==> src/rtl/mux_serializer_16_if.sv <==
// Handshake and mux-facing bundle for mux_serializer_16: parallel load side,
// serial beat side, and the held word / select lines that drive the 16:1 mux.
interface mux_serializer_16_if;
  logic        load_valid;
  logic        load_ready;
  logic [15:0] load_data;
  logic [15:0] di;
  logic [3:0]  sel;
  logic        ser_out;
  logic        ser_valid;
  logic        ser_last;
  logic        ser_ready;

  modport slave (
    input  load_valid, load_data, ser_ready,
    output load_ready, di, sel, ser_out, ser_valid, ser_last
  );

  modport master (
    output load_valid, load_data, ser_ready,
    input  load_ready, di, sel, ser_out, ser_valid, ser_last
  );
endinterface

==> src/rtl/mux_serializer_16.sv <==
// Sequential front-end for the 16:1 mux: holds a word and walks the select lines one beat at a time.
// Optional macro SERIALIZER_PARITY_EN appends an even-parity beat to every frame.
module mux_serializer_16 #(
  parameter bit MSB_FIRST = 1'b0
) (
  input  logic                clk,
  input  logic                rst_n,
  mux_serializer_16_if.slave  bus
);

`ifdef SERIALIZER_PARITY_EN
  typedef enum logic [1:0] {IDLE = 2'd0, SHIFT = 2'd1, PARITY = 2'd2} state_t;
`else
  typedef enum logic [1:0] {IDLE = 2'd0, SHIFT = 2'd1} state_t;
`endif

  localparam logic [3:0] SEL_FIRST = MSB_FIRST ? 4'd15 : 4'd0;
  localparam logic [3:0] SEL_LAST  = MSB_FIRST ? 4'd0  : 4'd15;

`ifdef SERIALIZER_PARITY_EN
  function automatic logic even_parity(input logic [15:0] word);
    return ^word;
  endfunction
`endif

  state_t      state_r;
  logic [15:0] di_r;
  logic [3:0]  sel_r;
  logic        ser_valid_r;
  logic        ser_last_r;

  logic        beat_fire_s;
  logic        final_beat_s;
  logic        load_ready_s;
  logic        load_fire_s;
  logic [3:0]  sel_step_s;
  logic        ser_out_s;

  // Handshake qualifiers; load_ready opens on the final beat so frames run back-to-back.
  always_comb begin
    beat_fire_s  = ser_valid_r && bus.ser_ready;
`ifdef SERIALIZER_PARITY_EN
    final_beat_s = (state_r == PARITY) && beat_fire_s;
`else
    final_beat_s = (state_r == SHIFT) && (sel_r == SEL_LAST) && beat_fire_s;
`endif
    load_ready_s = (state_r == IDLE) || final_beat_s;
    load_fire_s  = bus.load_valid && load_ready_s;
    if (MSB_FIRST) begin
      sel_step_s = sel_r - 4'd1;
    end else begin
      sel_step_s = sel_r + 4'd1;
    end
  end

  // Reference copy of the mux output (or the parity bit on the trailing beat).
  always_comb begin
    ser_out_s = di_r[sel_r];
`ifdef SERIALIZER_PARITY_EN
    if (state_r == PARITY) begin
      ser_out_s = even_parity(di_r);
    end else begin
      ser_out_s = di_r[sel_r];
    end
`endif
  end

  // Frame FSM with registered word, select and beat flags.
  always_ff @(posedge clk or negedge rst_n) begin
    if (!rst_n) begin
      state_r     <= IDLE;
      di_r        <= 16'd0;
      sel_r       <= 4'd0;
      ser_valid_r <= 1'b0;
      ser_last_r  <= 1'b0;
    end else if (load_fire_s) begin
      state_r     <= SHIFT;
      di_r        <= bus.load_data;
      sel_r       <= SEL_FIRST;
      ser_valid_r <= 1'b1;
      ser_last_r  <= 1'b0;
    end else begin
      case (state_r)
        IDLE: begin
          ser_valid_r <= 1'b0;
          ser_last_r  <= 1'b0;
        end
        SHIFT: begin
          if (beat_fire_s) begin
            if (sel_r == SEL_LAST) begin
`ifdef SERIALIZER_PARITY_EN
              // sel stays parked on its final index during the parity beat
              state_r    <= PARITY;
              ser_last_r <= 1'b1;
`else
              state_r     <= IDLE;
              ser_valid_r <= 1'b0;
              ser_last_r  <= 1'b0;
`endif
            end else begin
              sel_r <= sel_step_s;
`ifdef SERIALIZER_PARITY_EN
              ser_last_r <= 1'b0;
`else
              ser_last_r <= (sel_step_s == SEL_LAST);
`endif
            end
          end
        end
`ifdef SERIALIZER_PARITY_EN
        PARITY: begin
          if (beat_fire_s) begin
            state_r     <= IDLE;
            ser_valid_r <= 1'b0;
            ser_last_r  <= 1'b0;
          end
        end
`endif
        default: begin
          state_r     <= IDLE;
          ser_valid_r <= 1'b0;
          ser_last_r  <= 1'b0;
        end
      endcase
    end
  end

  assign bus.load_ready = load_ready_s;
  assign bus.di         = di_r;
  assign bus.sel        = sel_r;
  assign bus.ser_out    = ser_out_s;
  assign bus.ser_valid  = ser_valid_r;
  assign bus.ser_last   = ser_last_r;

endmodule

==> src/flat_wrapper.sv <==
// flat-port wrapper written by rule: the top's interface ports become plain ports
module mux_serializer_16_flat 
#(
  parameter bit MSB_FIRST = 1'b0
)
  (clk, rst_n, bus_load_valid, bus_load_data, bus_ser_ready, bus_load_ready, bus_di, bus_sel, bus_ser_out, bus_ser_valid, bus_ser_last);
  mux_serializer_16_if bus_i ();
  input  logic clk;
  input  logic rst_n;
  input wire logic [$bits(bus_i.load_valid)-1:0] bus_load_valid;
  input wire logic [$bits(bus_i.load_data)-1:0] bus_load_data;
  input wire logic [$bits(bus_i.ser_ready)-1:0] bus_ser_ready;
  output wire logic [$bits(bus_i.load_ready)-1:0] bus_load_ready;
  output wire logic [$bits(bus_i.di)-1:0] bus_di;
  output wire logic [$bits(bus_i.sel)-1:0] bus_sel;
  output wire logic [$bits(bus_i.ser_out)-1:0] bus_ser_out;
  output wire logic [$bits(bus_i.ser_valid)-1:0] bus_ser_valid;
  output wire logic [$bits(bus_i.ser_last)-1:0] bus_ser_last;
  assign bus_i.load_valid = bus_load_valid;
  assign bus_i.load_data = bus_load_data;
  assign bus_i.ser_ready = bus_ser_ready;
  assign bus_load_ready = bus_i.load_ready;
  assign bus_di = bus_i.di;
  assign bus_sel = bus_i.sel;
  assign bus_ser_out = bus_i.ser_out;
  assign bus_ser_valid = bus_i.ser_valid;
  assign bus_ser_last = bus_i.ser_last;
  mux_serializer_16 #(.MSB_FIRST(MSB_FIRST)) u_core (.clk(clk), .rst_n(rst_n), .bus(bus_i));
endmodule
==> config.mk <==
export PLATFORM = sky130hd
export DESIGN_NAME = mux_serializer_16_flat
export DESIGN_NICKNAME = d
export VERILOG_FILES = /design/src/rtl/mux_serializer_16_if.sv /design/src/rtl/mux_serializer_16.sv /design/src/flat_wrapper.sv
export SDC_FILE = /design/constraint.sdc
export NUM_CORES = 1
export LEC_CHECK = 0
export BUFFER_PORTS_ARGS = -buffer_cell sky130_fd_sc_hd__buf_2
export CAP_MARGIN = 20
export CORE_ASPECT_RATIO = 0.8
export CORE_MARGIN = 8
export CORE_UTILIZATION = 52
export CTS_CLUSTER_DIAMETER = 30
export DETAILED_ROUTE_END_ITERATION = 7
export PLACE_DENSITY = 0.83
export SYNTH_ARGS = -nofsm -noshare
export SYNTH_HDL_FRONTEND = slang
export SYNTH_SLANG_ARGS = --single-unit
==> constraint.sdc <==
create_clock -name clk -period 3.55 [get_ports clk]
set_clock_uncertainty 0.1 [all_clocks]
set_input_delay 0.5325 -clock clk [delete_from_list [all_inputs] [get_ports clk]]
set_output_delay 0.5325 -clock clk [all_outputs]
set_load 0.005 [all_outputs]
======== Yosys cells after proc, flatten, opt, wreduce, memory -nomap -nowiden ========
Cells that the tools add are included.
Widths: inputs -> output; s select.
storage, ports and cells
  flip-flop bits (word level) ............. 24
  input port bits ......................... 20
  output and inout port bits .............. 24
  logic and storage cells ................. 43
cells by class
  add/subtract/negate cells ............... 1
  order comparisons ....................... 1
  eq/ne operators ......................... 7
  muxes and demuxes ....................... 18
  reductions and logical operators ........ 11
operators by type and width
  operator             number
  $mux 4               4
  $mux 1               9
  $eq 4x4->1 const B   2
  $mux 2               3
  $reduce_and 3->1     2
  $lt 4x5->1 const B   1
  $add 4x1->4 const B  1
  $bmux 1 s4           1
  $logic_and 1x1->1    4
  $ne 2x1->1 const B   2
  $pmux 2 s2           1
  $reduce_bool 2->1    2
  $ne 3x1->1 const B   1
  $ne 3x2->1 const B   1
  $eq 2x1->1 const B   1
  $logic_not 2->1      1
  $reduce_and 2->1     1
  $logic_or 1x1->1     1

======== Depth between registers and ports, before layout ========
  depth after elaboration ................. 7
  mapped depth ............................ 6
  depth with buffers taken out ............ 5

======== Worst setup path after synthesis ========
No wires, ideal clock.
  path kind ............................... reg2out
  start ................................... register u_core.sel_r[0], in the netlist u_core.bus.sel[0]
  end ..................................... output bus_ser_out
  arrival time ............................ 1.312 ns
  required time ........................... 2.917 ns
  path slack .............................. 1.605 ns
  cell stages (with the launch flop) ...... 5
  path buffers ............................ 1
  cell sequence ........................... dfrtp_1 > buf_4 > mux4_2 > a22oi_1 > nand2_1
on the way
  longest elaborated chain between the ends .. 2
ends and longest elaborated chain
  element                       RTL line                  RTL
  start: declaration            mux_serializer_16.sv:28   logic [3:0] sel_r;
  start signal: assignment      mux_serializer_16.sv:101  sel_r <= sel_step_s;
  $bmux 1 s4                    mux_serializer_16.sv:58   ser_out_s = di_r[sel_r];
  $mux 1 (not written as such)  mux_serializer_16.sv:58
  end: declaration              flat_wrapper.sv:16        output wire logic [$bits(bus_i.ser_out)-1:0] bus_ser_out;
No other way between the ends. The select of a mux whose other input is x is not followed.

======== Final worst setup path ========
Same ends and word-level chain as after synthesis.

==> results.yml <==
synth:
  synth_area_mm2: 0.00122
  synth-async-reset-ratio: 1.00
  yosysSeqAreaShare: 0.470
  synth_cells: 90
  ys.flop_type: "dfrtp_1"
  syn_nets: 112
  synth.area.top_cells: "dfrtp_1 47%, mux2_4 12%, mux2_2 6.4%"
  avgSynthCellArea_um2: 13.6
  yosysTopAreaCellShare: 0.470
  synth-edff-count: 0
  yosysWarningCount: 0
  ys_ff_latch: 23
  synth_common_cells: "23 x dfrtp_1, 10 x mux2_4, 7 x mux2_2"
  synth_cell_types: 30
  yosysMostFrequentCell: "dfrtp_1"
  yosys.area.top_type: "dfrtp_1"
global_route:
  track_usage: 0.140
  grt.busiest_layer: "met2"
  grt-ovfl-total: 0
  grtUsageMet2: 0.224
  grt_pass1_wl_um: 4760
  grt_pass1_vias: 959
  use_met1: 0.163
  grtUsageMet3: 0.0754
  antenna_found_initial: 0
  grt_start_max_net_pins: 24
power:
  cellPowerDensity_mw_per_mm2: 585
  power_uw: 841
  p_leak_uw: 0.000757
  vdd_ir_drop_max_v: 0.000364
clocking:
  clockBufferDepth: 2
  cts_tree: "built"
  cts_buffers: 3
  clk_pin_slew_ns: 0.12
  cts_resized: 0
  cts_sinks: 23
  postCtsHoldBufs: 0
  h-tree-depth: 1
  clock_latency_ns: 0.30
  root_buffer: "clkbuf_4"
  cts_setup_buffers: 0
drt:
  routed_via_density: 5.70
  routed_wl_um: 2790
  drt_iter0_drc: 25
  drcViolationCount: 0
  drt_first_pass_iters: 4
  wl_per_cell_um: 17.6
  drtAntennaViolNets: 0
  dr_total_vias: 901
place:
  place_area_mm2: 0.00141
  dpl_worst_slack_ns: 1.28
  gp_congestion: 0.781
  dp_hpwl_um: 2150
  portBuffers: 43
  numPlacedInstances: 154
setup_path:
  critPathLaunchType: "flip-flop"
  required_ns: 2.92
  r2r_cells: 5
  crit_fanout: 13
  r2r_setup_slack_ns: 1.42
  r2r_end: "u_core.bus.di[11]"
  r2r_start: "u_core.bus.sel[0]"
  end_kind: "primary output"
  crit_type: "reg -> out"
  arrival_ns: 1.96
sta:
  fin_crit_sh: 0.730
  grt_setup_unrepaired: "no"
  slew_viol_final: 0
  setup_viol: 0
  slew_headroom: 0.649
  max_clock_freq_mhz: 386
  hold_viol_final: 0
  finalCriticalPeriod_ns: 2.59
  setup_slack_ns: 0.957
  worstMarginPinSlew_ns: 0.527
  fin_tns_setup_ns: 0
floorplanning:
  start_util: 0.558
  dieArea_mm2: 0.00417
  row_count: 15
  ioPinCount: 44
  fp.coreArea_mm2: 0.00220
  die_h_um: 59.4
  die_x_um: 70.3
layout:
  final_net_count: 156
  fin_cells: 158
  area_growth_pct: 17.5
  final_area_mm2: 0.00144
  antenna_cells: 0
  drive_gt1_frac: 0.526
min_path:
  hp-class: "in -> async"
outcome:
  outcome: "complete, no violations"
job:
  drv_cap: 0
==> metal layers <==
layer | routed length, µm | vias to the layer above
li1 | - | 416
met1 | 1220 | 446
met2 | 1270 | 35
met3 | 266 | 4
met4 | 31 | 0
met5 | 0 | -
==> critical path: stages, from the launching register on <==
cell     delay (ns)
dfrtp_1        0.69
mux4_2         0.57
a22oi_1        0.21
nand2_1        0.06
buf_2          0.13
==> cells in the final DEF, fill, tap and decap left out <==
| master | synthesis | layout |
|---|---|---|
| a211o_2 | 1 | 1 |
| a21boi_0 | 2 | 2 |
| a21oi_1 | 1 | 1 |
| a221oi_1 | 2 | 2 |
| a22o_1 | 4 | 4 |
| a22oi_1 | 1 | 1 |
| and2_1 | 1 | 1 |
| buf_2 | 0 | 43 |
| clkbuf_1 | 0 | 1 |
| clkbuf_4 | 0 | 3 |
| dfrtp_1 | 23 | 23 |
| ha_1 | 2 | 2 |
| inv_1 | 3 | 3 |
| mux2_2 | 7 | 7 |
| mux2_4 | 10 | 10 |
| mux2i_1 | 4 | 4 |
| mux4_2 | 2 | 2 |
| nand2_1 | 5 | 5 |
| nand2_2 | 1 | 1 |
| nand2_4 | 1 | 1 |
| nand3_1 | 3 | 3 |
| nand3_2 | 1 | 1 |
| nand4_1 | 1 | 1 |
| nor2_1 | 1 | 1 |
| nor2b_1 | 1 | 1 |
| o21ai_0 | 5 | 5 |
| o21ai_4 | 1 | 1 |
| or2b_1 | 1 | 1 |
| xnor2_1 | 1 | 1 |
| xor2_1 | 1 | 1 |
==> kinds of logic (layout without fill, tap and decap cells) <==
logic type / after synthesis / in the layout / synth area share
AOI/OAI and AO/OA: 17 / 17 / 0.107
xor gates and xnor gates: 2 / 2 / 0.0143
adders and majority gates: 2 / 2 / 0.0204
buffers and inverters: 7 / 50 / 0.0572
DFF: 23 / 23 / 0.470
muxes: 23 / 23 / 0.256
and+or+nand+nor: 16 / 16 / 0.0746
==> state kept, by name, indices dropped and copies added (netlist names) <==
signal                flops
u_core.bus.sel            4
u_core.state_r            1
u_core.bus.ser_last       1
u_core.bus.ser_valid      1
u_core.bus.di            16
==> stage by stage <==
| stage | utilization | hold slack, ns |
|---|---|---|
| after floorplan | - | 0.137 |
| after global placement | 0.643 | 0.418 |
| after detailed placement | 0.643 | 0.416 |
| after CTS | 0.655 | 0.0915 |
| after global routing | 0.655 | 0.0962 |
| final | 0.655 | 0.0829 |
==> power breakdown <==
part,internal (µW),switching (µW)
Sequential,311,96.6
Combinational,184,133
Clock,43.8,72.7
==> how the worst max path moves through the flow <==
stage,start,to,slack [ns],cells past startpoint
finish,u_core.bus.sel[0],bus_ser_out,0.96,4
global route,u_core.bus.sel[0],bus_ser_out,0.78,4
CTS,u_core.bus.sel[0],bus_ser_out,0.93,4
detailed placement,u_core.bus.sel[0],bus_ser_out,1.28,4
global placement,u_core.bus.sel[0],bus_ser_out,1.37,4
floorplan,u_core.bus.sel[0],bus_ser_out,1.61,4
==> layout make-up <==
cell class,instances,area [µm²]
repair buffers,43,215
inverters,3,11.3
well taps,25,31.3
flip-flops and latches,23,576
fillers,183,757
clock buffers,4,26.3
multi-input cells,60,579
Power figures use the tool's default switching activity.
